==> src/rtl/mul_result_stage.sv <==
// mul_result_stage: flags, 64/32-bit results and a small FIFO between the Booth core and writeback.
// Define MUL_RES_SAT_EN to saturate res32 on signed 32-bit overflow; the default build wraps.
module mul_result_stage #(
    parameter int DEPTH = 2
) (
    input  logic        clk,
    input  logic        rst_b,
    input  logic        clr,
    input  logic        prod_valid,
    input  logic [66:0] prod_in,
    output logic        prod_ready,
    output logic        res_valid,
    input  logic        res_ready,
    output logic [63:0] res64,
    output logic [31:0] res32,
    output logic        flag_zero,
    output logic        flag_neg,
    output logic        flag_ovf32,
    output logic        flag_ext,
    output logic        ovr_err
);
    localparam int AW = $clog2(DEPTH);
    localparam int CW = $clog2(DEPTH + 1);

    logic [67:0]   mem_q [DEPTH];
    logic [67:0]   mem_d [DEPTH];
    logic [AW-1:0] rd_ptr_q, rd_ptr_d, wr_ptr_q, wr_ptr_d;
    logic [CW-1:0] count_q, count_d;
    logic          ovr_err_q, ovr_err_d;
    logic          full, push, pop;
    logic [3:0]    in_flags;
    logic [67:0]   head;

    assign res_valid  = count_q != '0;
    assign full       = count_q == CW'(DEPTH);
    assign prod_ready = !full;
    assign ovr_err    = ovr_err_q;

    always_comb begin
        pop      = res_valid && res_ready;
        push     = prod_valid && (!full || pop);
        in_flags = {!(&prod_in[66:63] || ~|prod_in[66:63]),
                    !(&prod_in[63:31] || ~|prod_in[63:31]),
                    prod_in[63],
                    prod_in[63:0] == 64'd0};
        mem_d = mem_q;
        if (push && !clr) mem_d[wr_ptr_q] = {in_flags, prod_in[63:0]};
        rd_ptr_d  = clr ? '0 : rd_ptr_q + AW'(pop);
        wr_ptr_d  = clr ? '0 : wr_ptr_q + AW'(push);
        count_d   = clr ? '0 : count_q + CW'(push) - CW'(pop);
        // A product arriving while full with no pop is lost; remember it until flushed.
        ovr_err_d = !clr && (ovr_err_q || (prod_valid && full && !pop));
    end

    always_ff @(posedge clk or negedge rst_b) begin
        if (!rst_b) begin
            rd_ptr_q  <= '0;
            wr_ptr_q  <= '0;
            count_q   <= '0;
            ovr_err_q <= 1'b0;
        end else begin
            rd_ptr_q  <= rd_ptr_d;
            wr_ptr_q  <= wr_ptr_d;
            count_q   <= count_d;
            ovr_err_q <= ovr_err_d;
        end
    end

    always_ff @(posedge clk) begin
        mem_q <= mem_d;
    end

    assign head       = mem_q[rd_ptr_q];
    assign res64      = head[63:0];
    assign flag_zero  = head[64];
    assign flag_neg   = head[65];
    assign flag_ovf32 = head[66];
    assign flag_ext   = head[67];

`ifdef MUL_RES_SAT_EN
    assign res32 = flag_ovf32 ? (flag_neg ? 32'h8000_0000 : 32'h7FFF_FFFF) : head[31:0];
`else
    assign res32 = head[31:0];
`endif

endmodule

==> config.mk <==
export PLATFORM = sky130hd
export DESIGN_NAME = mul_result_stage
export DESIGN_NICKNAME = d
export VERILOG_FILES = /design/src/rtl/mul_result_stage.sv
export SDC_FILE = /design/constraint.sdc
export NUM_CORES = 1
export LEC_CHECK = 0
export ABC_AREA = 1
export BUFFER_PORTS_ARGS = -buffer_cell sky130_fd_sc_hd__buf_2
export CORE_MARGIN = 5
export CORE_UTILIZATION = 30
export CTS_BUF_LIST = sky130_fd_sc_hd__clkbuf_16
export CTS_CLUSTER_DIAMETER = 80
export CTS_CLUSTER_SIZE = 28
export DETAILED_ROUTE_END_ITERATION = 10
export SLEW_MARGIN = 0
export SYNTH_ARGS = -nofsm -noshare
export SYNTH_HDL_FRONTEND = slang
export SYNTH_SLANG_ARGS = --single-unit
==> constraint.sdc <==
create_clock -name clk -period 6.9 [get_ports clk]
set_clock_uncertainty 0.2 [all_clocks]
set_input_delay 0.69 -clock clk [delete_from_list [all_inputs] [get_ports clk]]
set_output_delay 0.69 -clock clk [all_outputs]
set_load 0.01 [all_outputs]
After elaboration in Yosys (flattened, before gate mapping):

Cells that the tools add are included.

* flip-flop bits (word level): 141
* input bits: 72
* output and inout port bits: 103
* logic and storage cells: 49

* add/subtract/negate cells: 4
* $lt $le $gt $ge: 3
* equal/unequal tests: 1
* mux-type cells: 9
* bitwise operators: 2
* reduce and logical (&&, ||, !) cells: 24

Operator list (count)
* 2-to-1 mux 68 bit: 4
* bitwise mux 136 bit: 1
* demux 68 bit (select 1 bit): 1
* zero test 64 bit: 1
* AND reduction 33 bit: 1
* OR reduction 33 bit: 1
* logical AND 1 bit: 7
* zero test 1 bit: 7
* >= comparator 2 bit (second input constant): 2
* logical OR 1 bit: 4
* NOT 1 -> 2 bit: 2
* AND reduction 4 bit: 1
* OR reduction 4 bit: 1
* adder 1 bit: 2
* adder 2 x 1 -> 2 bit: 1
* == test 2 bit (second input constant): 1
* < comparator 2 x 1 -> 1 bit (second input constant): 1
* 2-to-1 mux 1 bit: 2
* 2-to-1 mux 2 bit: 1
* nonzero test 2 bit: 1
* subtractor 2 x 1 -> 2 bit: 1

Depth between registers and ports, before layout:

* depth in word-level cells: 7
* depth in mapped cells: 8
* mapped depth without buffers: 8

Least setup slack after synthesis:

No wires, ideal clock.

* path type: input port to flip-flop
* start: input port res_ready
* end: register mem_q[0] in the netlist's numbering (enable)
* setup time: 0.575 ns
* arrival time: 5.448 ns
* data required time: 6.125 ns
* slack: 0.677 ns
* cell stages on the path: 4
* path buffers: 0
* cell sequence: inv_2 nand3_1 nand2_2 nor3_1

* cells in the longest elaborated chain, start to end: 4

RTL lines
* start, declared: line 13 `input logic res_ready,`
* logical AND 1 bit: line 40 `pop = res_valid && res_ready;`
* logical OR 1 bit: line 41 `push = prod_valid && (!full || pop);`
* logical AND 1 bit: line 41
* logical AND 1 bit: line 47 `if (push && !clr) mem_d[wr_ptr_q] = {in_flags, prod_in[63:0]};`
* end signal, assigned: line 70 `mem_q <= mem_d;`
* end, declared: line 25 `logic [67:0] mem_q [DEPTH];`

No other way between the ends.
A chain may end at the register's enable or synchronous reset.

Worst setup path in the final report:

* start: register rd_ptr_q
* end: output port res64[35]

* cells in the longest elaborated chain, start to end: 4

RTL lines
* start, declared: line 27 `logic [AW-1:0] rd_ptr_q, rd_ptr_d, wr_ptr_q, wr_ptr_d;`
* start signal, assigned: line 62 `rd_ptr_q <= rd_ptr_d;`
* NOT 1 -> 2 bit (not written as such): line 73 `assign head = mem_q[rd_ptr_q];`
* 2-to-1 mux 68 bit (not written as such) (3 in series): line 73
* end, declared: line 14 `output logic [63:0] res64,`

No other way between the ends. The select of a mux whose other input is x is not followed.

==> results.toml <==
[worst_setup_path]
reg2regPathDepth = 4
cp-startpoint = "rd_ptr_q$_DFF_PN0_"
reg2reg_from = "count_q[1]$_DFF_PN0_"
path_class = "flip-flop to output pin"
cp-start-kind = "flip-flop"
r2r_end = "mem_q[113]$_DFFE_PP_"
cp.arrival_ns = 1.96
r2r_slack_ns = 5.02
worstPathMaxFanout = 54
endpoint_kind = "output pin"
worstPathRequired_ns = 6.01

[run]
maxCapViolations = 0

[clock_network]
cts_buffers = 17
hold_buffers = 1
post_cts_resized = 0
cts_tree = "yes"
cts_max_level = 4
clockRootBuffer = "clkbuf_16"
cts_sinks = 139
clock_path_buffers = 2
postCtsSetupBuffers = 0
clk_latency_ns = 0.41
path_clk_slew_ns = 0.06

[grt]
grt_pass1_vias = 3850
groute.usage.overall_pct = 12.57
grt.overflow.total = 0
grt_pass1_wl_um = 20820
grt_max_degree = 70
antenna_found_initial = 4

[sta]
setup-tns-final_ns = 0
slew_headroom_pct = 45.63
slew_viol_final = 0
fin_crit_sh_pct = 41.27
rsz0062_at_grt = "false"
period_minus_slack_ns = 2.848
fmax_mhz = 351.1
setup_violations = 0
tightest_slew_ns = 0.8156
hold_viol_final = 0

[min_path]
min-delay-start = "prod_in[22]"
worstHoldPathType = "input port to flip-flop"
hold-path-cell-count = 1
holdPathEnd = "mem_q[90]$_DFFE_PP_"

[logic_synthesis]
syn_area_mm2 = 0.005822
synth-compound-area-share_pct = 0.4943
ys_types = 22
synthAdderAreaFrac_pct = 0.4298
ys_seq_area_share_pct = 71.27
yosysWarningCount = 0
synth_xor_xnor_area_share_pct = 0.3009
synth_top_family_by_area = "simple AND/OR/NAND/NOR gates"
ys_ff_latch = 139
synthMuxAreaShare_pct = 0
synth_nets = 591
ys_top_cells_by_area = "edfxtp_1 (69%), nand2_1 (15%), buf_4 (4.6%)"
synth_top_area_share_pct = 69.12
synth-simple-area-share_pct = 20.95
yosys.area.top_type = "edfxtp_1"
synth_area_per_cell_um2 = 11.26
synth_cells = 517

[detailed_routing]
remaining_drc_errors = 0
vias = 3959
wl_per_cell_um = 14.84
dr.pass1.iters = 4
detail_route.vias_per_cell = 4.172
ant_nets = 0
drt_iter0_markers = 160
wl_um = 14080

[die]
rows = 51
io_pins = 175
core_area_mm2 = 0.01927
fp.dieW_um = 149.3
die_height_um = 149.3
initial_core_util_pct = 30.21
die-area_mm2 = 0.02229

[cells_and_area]
final_cells = 949
area_delta_synth_final_pct = 25.90
layout.nets = 743
layout-drive-gt1-share_pct = 31.67

[power_and_ir_drop]
ir_worst_vdd_uv = 178.5
leakage_uw = 0.003089
power_density_mw_per_mm2 = 332.6

[place]
place_hpwl_um = 9803
dpl.cell_count = 914
gp_congestion = 0.8046
place.port_buffers = 174

[outcome]
outcome = "finished clean"
state kept, by name (all words and copies together), names as in the netlist:
signal    cells
ovr_err       1
wr_ptr_q      1
count_q       2
rd_ptr_q      1
mem_q       134
area by class of cell:
cell class | count | area (um^2)
diodes | 2 | 5.005
multi-input cells | 321 | 1301
fillers | 1927 | 11940
well taps | 265 | 331.6
repair buffers | 181 | 925.9
clock buffers | 17 | 425.4
inverters | 9 | 33.78
clock inverters | 15 | 156.4
flip-flops and latches | 139 | 4150
worst max-delay path by stage:
stage / to / slack [ns] / cells after the start
floorplan: mem_q[0]$_DFFE_PP_ / 0.68 / 4
detailed placement: res64[35] / 4.46 / 5
CTS: res64[44] / 3.98 / 5
global placement: res64[60] / 4.47 / 5
global route: res64[32] / 3.82 / 5
finish: res64[35] / 4.05 / 5
synthesized netlist by cell type (all sizes together):
| cell type | instances |
|---|---|
| ha | 2 |
| nand3b | 1 |
| dfrtp | 5 |
| nand3 | 2 |
| clkbuf | 1 |
| inv | 9 |
| nand2 | 234 |
| o21ai | 2 |
| nor2 | 60 |
| xor2 | 1 |
| a21oi | 3 |
| buf | 47 |
| nand4 | 11 |
| nor3 | 3 |
| xnor2 | 1 |
| edfxtp | 134 |
| nor3b | 1 |
cell usage in the layout, fill, tap and decap left out, drive strengths merged, types with 2 or more instances in the layout:
| cell | synthesis | final |
|---|---|---|
| a21oi | 3 | 3 |
| buf | 47 | 180 |
| bufinv | 0 | 3 |
| clkbuf | 1 | 17 |
| clkinv | 0 | 10 |
| clkinvlp | 0 | 2 |
| dfrtp | 5 | 5 |
| diode | 0 | 2 |
| edfxtp | 134 | 134 |
| ha | 2 | 2 |
| inv | 9 | 9 |
| nand2 | 234 | 234 |
| nand3 | 2 | 2 |
| nand4 | 11 | 11 |
| nor2 | 60 | 60 |
| nor3 | 3 | 3 |
| o21ai | 2 | 2 |
critical path, cell delays in order (launching register included):
cell and delay (ns):
dfrtp_2 0.41, inv_2 0.18, buf_4 0.56, nand2_1 0.12, nand2_1 0.12, buf_2 0.14
report_power, final:
group / switching, uW / internal (uW)
registers: 15.9 / 984
logic: 358 / 189
clock network: 331 / 560
total: 705 / 1730
through the flow:
step / instance area (um^2) / total power, uW / setup WS, ns / util [%] / hold slack [ns]
2_1_floorplan: 5822 / 1405 / 0.6767 / - / 0.1944
4_1_cts: 7325 / 2479 / 3.977 / 38.01 / 0.2544
3_3_place_gp: 6733 / 1574 / 4.471 / 34.94 / 0.3255
5_1_grt: 7330 / 2571 / 3.823 / 38.03 / 0.2601
3_5_place_dp: 6733 / 1577 / 4.464 / 34.94 / 0.3222
6_report: 7330 / 2437 / 4.052 / 38.03 / 0.2764
kinds of logic (layout without fill, tap and decap cells):
kind of cell,after synthesis,after routing
compound gates,5,5
xor+xnor,2,2
fa+ha+maj,2,2
buf+inv,57,222
flops,139,139
other cells,0,2
simple gates,312,312
routing by layer:
metal  global-route usage, %  vias up  share of wire, %
met2                   19.71      136                46
met5                       0        -             0.099
met3                   4.801       14               7.5
met1                   16.20     1816                45
li1                        -     1989                 -
met4                   3.890        4               1.4
Note: power is estimated with default switching activity, not from simulation.
